[src/rtl/srl_fifo16x32_if.sv]
// Producer/consumer bundle for the 16x32 shift-register FIFO.
// The FIFO takes the slave modport; the environment driving it takes master.
interface srl_fifo16x32_if;
   logic [31:0] d;
   logic        wr;
   logic        full;
   logic [31:0] y;
   logic        vld;
   logic        rd;
   logic [4:0]  cnt;
   logic        ovf;

   modport master (output d, wr, rd, input full, y, vld, cnt, ovf);
   modport slave  (input d, wr, rd, output full, y, vld, cnt, ovf);
endinterface

[src/rtl/srl_fifo16x32.sv]
// 16-deep x 32-bit shift-register FIFO with a registered output stage.
// The newest word enters stage 0; the head is read from stage sc-1.
module srl_fifo16x32 (
   input  logic             clk,
   input  logic             rst,
   srl_fifo16x32_if.slave   bus
);

   logic [15:0][31:0] mem_q, mem_d;
   logic [4:0]        sc_q, sc_d;
   logic              vld_q, vld_d;
   logic [31:0]       y_q, y_d;
   logic              ovf_q, ovf_d;

   logic              full;
   logic              accept_w;
   logic              load;
   logic [3:0]        rd_addr;
   logic [31:0]       head;

   assign full     = (sc_q == 5'd16);
   assign accept_w = bus.wr & ~full;
   assign load     = (sc_q != 5'd0) & (~vld_q | bus.rd);
   // 4-bit wrap makes sc=16 address stage 15; sc=0 never loads.
   assign rd_addr  = sc_q[3:0] - 4'd1;
   assign head     = mem_q[rd_addr];

   always_comb begin
      mem_d = mem_q;
      if (accept_w)
         mem_d = {mem_q[14:0], bus.d};
   end

   always_comb begin
      sc_d  = sc_q + {4'd0, accept_w} - {4'd0, load};
      vld_d = load | (vld_q & ~bus.rd);
      y_d   = y_q;
      if (load)
         y_d = head;
      ovf_d = ovf_q | (bus.wr & full);
   end

   // Storage is deliberately left unreset; stale stages are never addressed.
   always_ff @(posedge clk)
      mem_q <= mem_d;

   always_ff @(posedge clk or posedge rst) begin
      if (rst) begin
         sc_q  <= 5'd0;
         vld_q <= 1'b0;
         y_q   <= 32'h0;
         ovf_q <= 1'b0;
      end else begin
         sc_q  <= sc_d;
         vld_q <= vld_d;
         y_q   <= y_d;
         ovf_q <= ovf_d;
      end
   end

   assign bus.full = full;
   assign bus.y    = y_q;
   assign bus.vld  = vld_q;
   assign bus.cnt  = sc_q + {4'd0, vld_q};
   assign bus.ovf  = ovf_q;

endmodule

[src/flat_wrapper.sv]
// flat-port wrapper written by rule: the top's interface ports become plain ports
module srl_fifo16x32_flat 
  (clk, rst, bus_d, bus_wr, bus_rd, bus_full, bus_y, bus_vld, bus_cnt, bus_ovf);
  srl_fifo16x32_if bus_i ();
  input  logic clk;
  input  logic rst;
  input wire logic [$bits(bus_i.d)-1:0] bus_d;
  input wire logic [$bits(bus_i.wr)-1:0] bus_wr;
  input wire logic [$bits(bus_i.rd)-1:0] bus_rd;
  output wire logic [$bits(bus_i.full)-1:0] bus_full;
  output wire logic [$bits(bus_i.y)-1:0] bus_y;
  output wire logic [$bits(bus_i.vld)-1:0] bus_vld;
  output wire logic [$bits(bus_i.cnt)-1:0] bus_cnt;
  output wire logic [$bits(bus_i.ovf)-1:0] bus_ovf;
  assign bus_i.d = bus_d;
  assign bus_i.wr = bus_wr;
  assign bus_i.rd = bus_rd;
  assign bus_full = bus_i.full;
  assign bus_y = bus_i.y;
  assign bus_vld = bus_i.vld;
  assign bus_cnt = bus_i.cnt;
  assign bus_ovf = bus_i.ovf;
  srl_fifo16x32 u_core (.clk(clk), .rst(rst), .bus(bus_i));
endmodule
[config.mk]
export PLATFORM = sky130hd
export DESIGN_NAME = srl_fifo16x32_flat
export DESIGN_NICKNAME = d
export VERILOG_FILES = /design/src/rtl/srl_fifo16x32_if.sv /design/src/rtl/srl_fifo16x32.sv /design/src/flat_wrapper.sv
export SDC_FILE = /design/constraint.sdc
export NUM_CORES = 1
export LEC_CHECK = 0
export ABC_CLOCK_PERIOD_IN_PS = 36700
export CELL_PAD_IN_SITES_DETAIL_PLACEMENT = 1
export CELL_PAD_IN_SITES_GLOBAL_PLACEMENT = 2
export CORE_AREA = 2 2 295 297
export DETAILED_ROUTE_END_ITERATION = 8
export DIE_AREA = 0 0 297 299
export PLACE_DENSITY = 0.55
export SETUP_SLACK_MARGIN = 0.02
export SYNTH_ARGS = -nofsm -noshare
export SYNTH_HDL_FRONTEND = slang
export SYNTH_SLANG_ARGS = --single-unit
[constraint.sdc]
create_clock -name clk -period 36.7 [get_ports clk]
set_input_delay 3.67 -clock clk [delete_from_list [all_inputs] [get_ports clk]]
set_output_delay 3.67 -clock clk [all_outputs]
set_load 0.05 [all_outputs]
== Word-level counts from Yosys, hierarchy flattened ==
Cells that the tools add are included.
Word-level totals
  flip-flop bits (word level): 551
  logic and storage cells: 39
Cells by class
  add/subtract/negate cells: 4
  $lt $le $gt $ge: 1
  equality and inequality tests: 1
  muxes and demuxes: 2
  bitwise gates (word level): 10
  reductions and logical operators: 1
Operator list (count)
  $bmux 32 s4: 1
  $mux 32: 1
  $add 5x1->5: 2
  $eq 5x5->1 const B: 1
  $lt 4x5->1 const B: 1
  $reduce_bool 5->1: 1
  $sub 5x1->5: 1
  $and 1x1->1: 4
  $sub 4x1->4 const B: 1
  $not 1->1: 3
  $or 1x1->1: 3

== Depth between registers and ports, before layout ==
  depth in word-level cells: 5
  depth in mapped cells: 19
  gate-level depth less buffers: 14

== Least setup slack after synthesis ==
OpenSTA, ideal clock, no wires.
  path type: input port to flip-flop
  start: input bus_wr
  end: register u_core.sc_q[4]
  setup time: 124 ps
  arrival time: 28956 ps
  slack: 7619 ps
  cell stages on the path: 8
  path buffers: 0
  cell sequence: nor2b_1 > ha_1 > inv_1 > fa_1 > nor2_1 > nor2_1 > o21bai_1 > xnor2_1
Between the ends
  cells in the longest elaborated chain, start to end: 3
RTL lines
  from (decl): line flat_wrapper.sv:8  | input wire logic [$bits(bus_i.wr)-1:0] bus_wr;
  $and 1x1->1: line srl_fifo16x32.sv:22  | assign accept_w = bus.wr & ~full;
  $add 5x1->5: line srl_fifo16x32.sv:35  | sc_d = sc_q + {4'd0, accept_w} - {4'd0, load};
  $sub 5x1->5: line srl_fifo16x32.sv:35
  via u_core.sc_d[4]: line srl_fifo16x32.sv:10  | logic [4:0] sc_q, sc_d;
  to (signal assigned): line srl_fifo16x32.sv:49  | sc_q <= 5'd0;
  to (signal assigned): line srl_fifo16x32.sv:54  | sc_q <= sc_d;
  to (decl): line srl_fifo16x32.sv:10
The timed path passes the listed nets, and every way through them passes these cells.
A chain may end at the register's enable or synchronous reset.

== Worst setup path after layout ==
  start: input bus_wr
  end: register u_core.mem_q[427] (netlist bit), enable pin
Between the ends
  cells in the longest elaborated chain, start to end: 1
RTL lines
  $and 1x1->1: line srl_fifo16x32.sv:22
  via u_core.accept_w: line srl_fifo16x32.sv:16  | logic accept_w;
  to (signal assigned): line srl_fifo16x32.sv:45  | mem_q <= mem_d;
  to (decl): line srl_fifo16x32.sv:9  | logic [15:0][31:0] mem_q, mem_d;
The timed path passes the listed nets, and every way through them passes these cells.

==> metrics.md <==
| Metric | Value |
|---|---|
| Die ar. | `roughly 89000 um^2` |
| Post-layout util | `0.292` |
| Avg Inst Size Synth | `22.5 um^2` |
| Max incr delay on CP | `0.95 ns` |
| Crit-path cells | `clkdlybuf4s50_1 -> nor2b_4 -> buf_4 -> buf_4 -> buf_4 -> buf_4 -> buf_4` |
| WHS Path Cells | `0` |
| DRT iter0 DRCs | `588` |
| Worst-case clock buffer depth | `3` |
| CP dominant cell by count | `buf_4` |
| Fmax achieved | `approximately 120 MHz` |
| Max-slew headroom | `0.286` |
| Startpoint types | `input pin` |
| PwrDens | `about 90 nW/um^2` |
| Post-Synth Adder-Cell Area | `0.00861` |
| Simple-Gate Fraction of Synth Area | `0.0176` |
| Worst-path clk slew | `roughly 0.060 ns` |
| Setup violators final | `0` |
| FP Rows | `108` |
| Worst hold start | `u_core.mem_q[420]` |
| PostCTS Resize Cnt | `0` |
| DRC viols | `0` |
| Number of diodes | `0` |
| Final antenna-violating net count | `0` |
| Mapped Cells | `approximately 940` |
| Area Overhead vs Synth | `18.3%` |
| Worst Tran Pin Value | `1.07 ns` |
| CTS Root Cell | `clkbuf_16` |
| Final Wtd Congestion | `~0.66` |
| # H-tree levels | `2` |
| Via count | `roughly 9.4k` |
| # hold bufs at CTS | `0` |
| Crit-path leading delay family | `buffers and inverters` |
| Wire length per cell | `18.5 um` |
| Tmin final | `approximately 8.5 ns` |
| Yosys reg bits | `551` |
| Syn Std Cell Area | `21200 um^2` |
| IO Pins | `76` |
| Largest net degree at the start of global routing | `96` |
| Clock tree sinks | `~550` |
| CP max-delay cell | `buf_4` |
| Reg2reg end | `u_core.mem_q[427]` |
| Initial antenna violation count | `0` |
| CP max FO | `86` |
| Max_cap viols | `0` |
| FF+latch area | `between 15000 and 20000 um^2` |
| Crit Path Class | `input pin to flop` |
| Min-Delay Endpoint | `u_core.mem_q[452]` |
| Crit share post-route | `0.232` |
| Global-route wire length before repair | `65900 um` |
| Final Total Pwr | `around 2300 uW` |
| Top cells by area, synth | `edfxtp_1 72%, mux4_2 14%, dfrtp_1 4.6%` |
| Post-synthesis net count | `around 990` |
| Total GRT Usage | `0.0939` |
| Path category of the worst min-delay check | `flop to flop` |
| CORE AREA | `between 80000 and 90000 um^2` |
| Post-synthesis cell type count | `27` |
| Worst Skew | `between 0.01 and 0.015 ns` |
| Detail Placement HPWL | `22200 um` |
| Non-filler instance count after layout | `between 2k and 2.5k` |
| Post-synth top area cell | `edfxtp_1` |
| Share of cells above drive strength 1 | `0.224` |
| CP Capture Type | `flop` |
| Layout net count | `roughly 1.1k` |
| Most frequent cells in the layout | `512 x edfxtp_1, 128 x mux4_2, 75 x clkdlybuf4s50_1, 64 x mux2i_1, 64 x nor3_1` |
| Die Width | `around 300 um` |
| Reg2Reg Depth | `9` |
| Multi-input logic area | `around 4600 um^2` |
| Largest family of logic cells by synthesized area | `multiplexers` |
| Status | `finished clean` |
| Setup_tns | `0 ns` |
| Register area share after synthesis | `0.771` |
| TritonCTS clock tree | `done` |
| DRT Wirelength | `41500 um` |
| Critical Path RT | `between 30 and 40 ns` |
| Most common cell after layout, fill and taps aside | `edfxtp_1` |
| Fillers | `approximately 8.7k` |
| Fin. max-slew vios | `0` |
| Worst VDD drop | `0.0560 mV` |
| Vias per inst | `4.21` |
| Final hold violation count | `0` |
| Worst path bufs/invs | `6` |
| CTS Buf Count | `56` |
| Yosys top cell area share | `0.725` |
| Port Buf Inserts | `75` |
| R2r setup slk | `about 30 ns` |
| Dpl cells | `between 2k and 2.5k` |
| LEAKAGE | `around 0.0085 uW` |
| Vias in the first global route | `10.6k` |
| DRT Pass-1 Iters | `5` |
| Clk Latency, worst-skew pair | `approximately 0.6 ns` |
| Unrepaired setup endpoints after global routing | `no` |
| Postcts setup bufs | `0` |
| Mux cell area share after synthesis | `0.166` |
| Reg-to-Reg Start | `u_core.sc_q[0]` |
| Die height | `about 300 um` |
| Compound-Gate Fraction of Synth Area | `0.0149` |
| Yosys warning count | `0` |
| Post-Synth XOR/XNOR Area | `0.00448` |
| Initial core utilization | `0.247` |
| CP arrival | `between 8 and 9 ns` |
| Congestion Overflow GR | `0` |
## registers in the layout, indices dropped and copies added, names as in the netlist
| signal | count |
|---|---|
| u_core.mem_q | 512 |
| u_core.bus.y | 32 |
| u_core.sc_q | 5 |
| u_core.bus.ovf | 1 |
| u_core.bus.vld | 1 |
## cells in the mapped netlist, drive strengths merged
master,n
mux2i,64
inv,10
nand2b,1
edfxtp,512
a21boi,1
ha,13
nor2,5
a211o,32
and3,1
o21ai,1
a21o,1
dfrtp,39
nor3,64
xor2,5
nor2b,1
a21oi,1
clkbuf,27
o21bai,1
mux4,128
nand2,4
buf,24
fa,1
xnor2,5
## routing by layer
| metal | global-route usage | vias to the layer above | wire length [um] |
|---|---|---|---|
| met4 | 0.0277 | 0 | 810 |
| met5 | 0 | - | 0 |
| li1 | - | 4141 | - |
| met1 | 0.128 | 5066 | 19000 |
| met3 | 0.0204 | 58 | 1830 |
| met2 | 0.150 | 156 | 19900 |
## worst max-delay path by stage
stage,startpoint,end,slack (ns),depth (start not counted)
after floorplan,bus_wr,u_core.sc_q[4],7.62,8
after global placement,bus_wr,u_core.mem_q[299],27.69,7
after detailed placement,bus_wr,u_core.mem_q[299],27.37,7
after CTS,bus_wr,u_core.mem_q[395],28.08,7
after global routing,bus_wr,u_core.mem_q[427],27.71,7
final,bus_wr,u_core.mem_q[427],28.18,7
## cells by family (layout without fill, tap and decap cells)
group | Yosys count | after routing
AO/OA/AOI/OAI | 37 | 37
XOR/XNOR | 10 | 10
adder cells (fa/ha/maj) | 14 | 14
buffers and inverters | 61 | 205
flip-flops | 551 | 551
multiplexers | 192 | 192
AND/OR/NAND/NOR | 76 | 76
## metrics by stage
stage | hold WS [ns] | cell area [um^2] | worst slack (ns)
5_1_grt | 0.454 | 25100 | 27.71
4_1_cts | 0.442 | 25100 | 28.08
2_1_floorplan | 0.421 | 21200 | 7.62
3_3_place_gp | 0.425 | 23300 | 27.69
3_5_place_dp | 0.431 | 23300 | 27.37
6_report | 0.443 | 25100 | 28.18
## cell type report
class | instances | share of cell area
clock buffers | 72 | 0.0615
clock inverters | 32 | 0.0110
inverters | 10 | 0.00150
multi-input cells | 329 | 0.182
flip-flops and latches | 551 | 0.652
well taps | 1155 | 0.0576
repair buffers | 91 | 0.0352
## where the power goes
part           total, uW  internal (uW)  switching (uW)  leakage (uW)
registers            884            815            68.8       0.00547
clock network        566            325             241      0.000890
logic                806            361             445       0.00212
## worst reg2reg max path, delay by kind of cell, from the launching register on
family | cells | cell delay, ns
buf+inv | 6 | 4.57
flops | 1 | 0.95
fa+ha+maj | 1 | 0.24
simple gates | 2 | 0.38
Power figures use the tool's default switching activity.
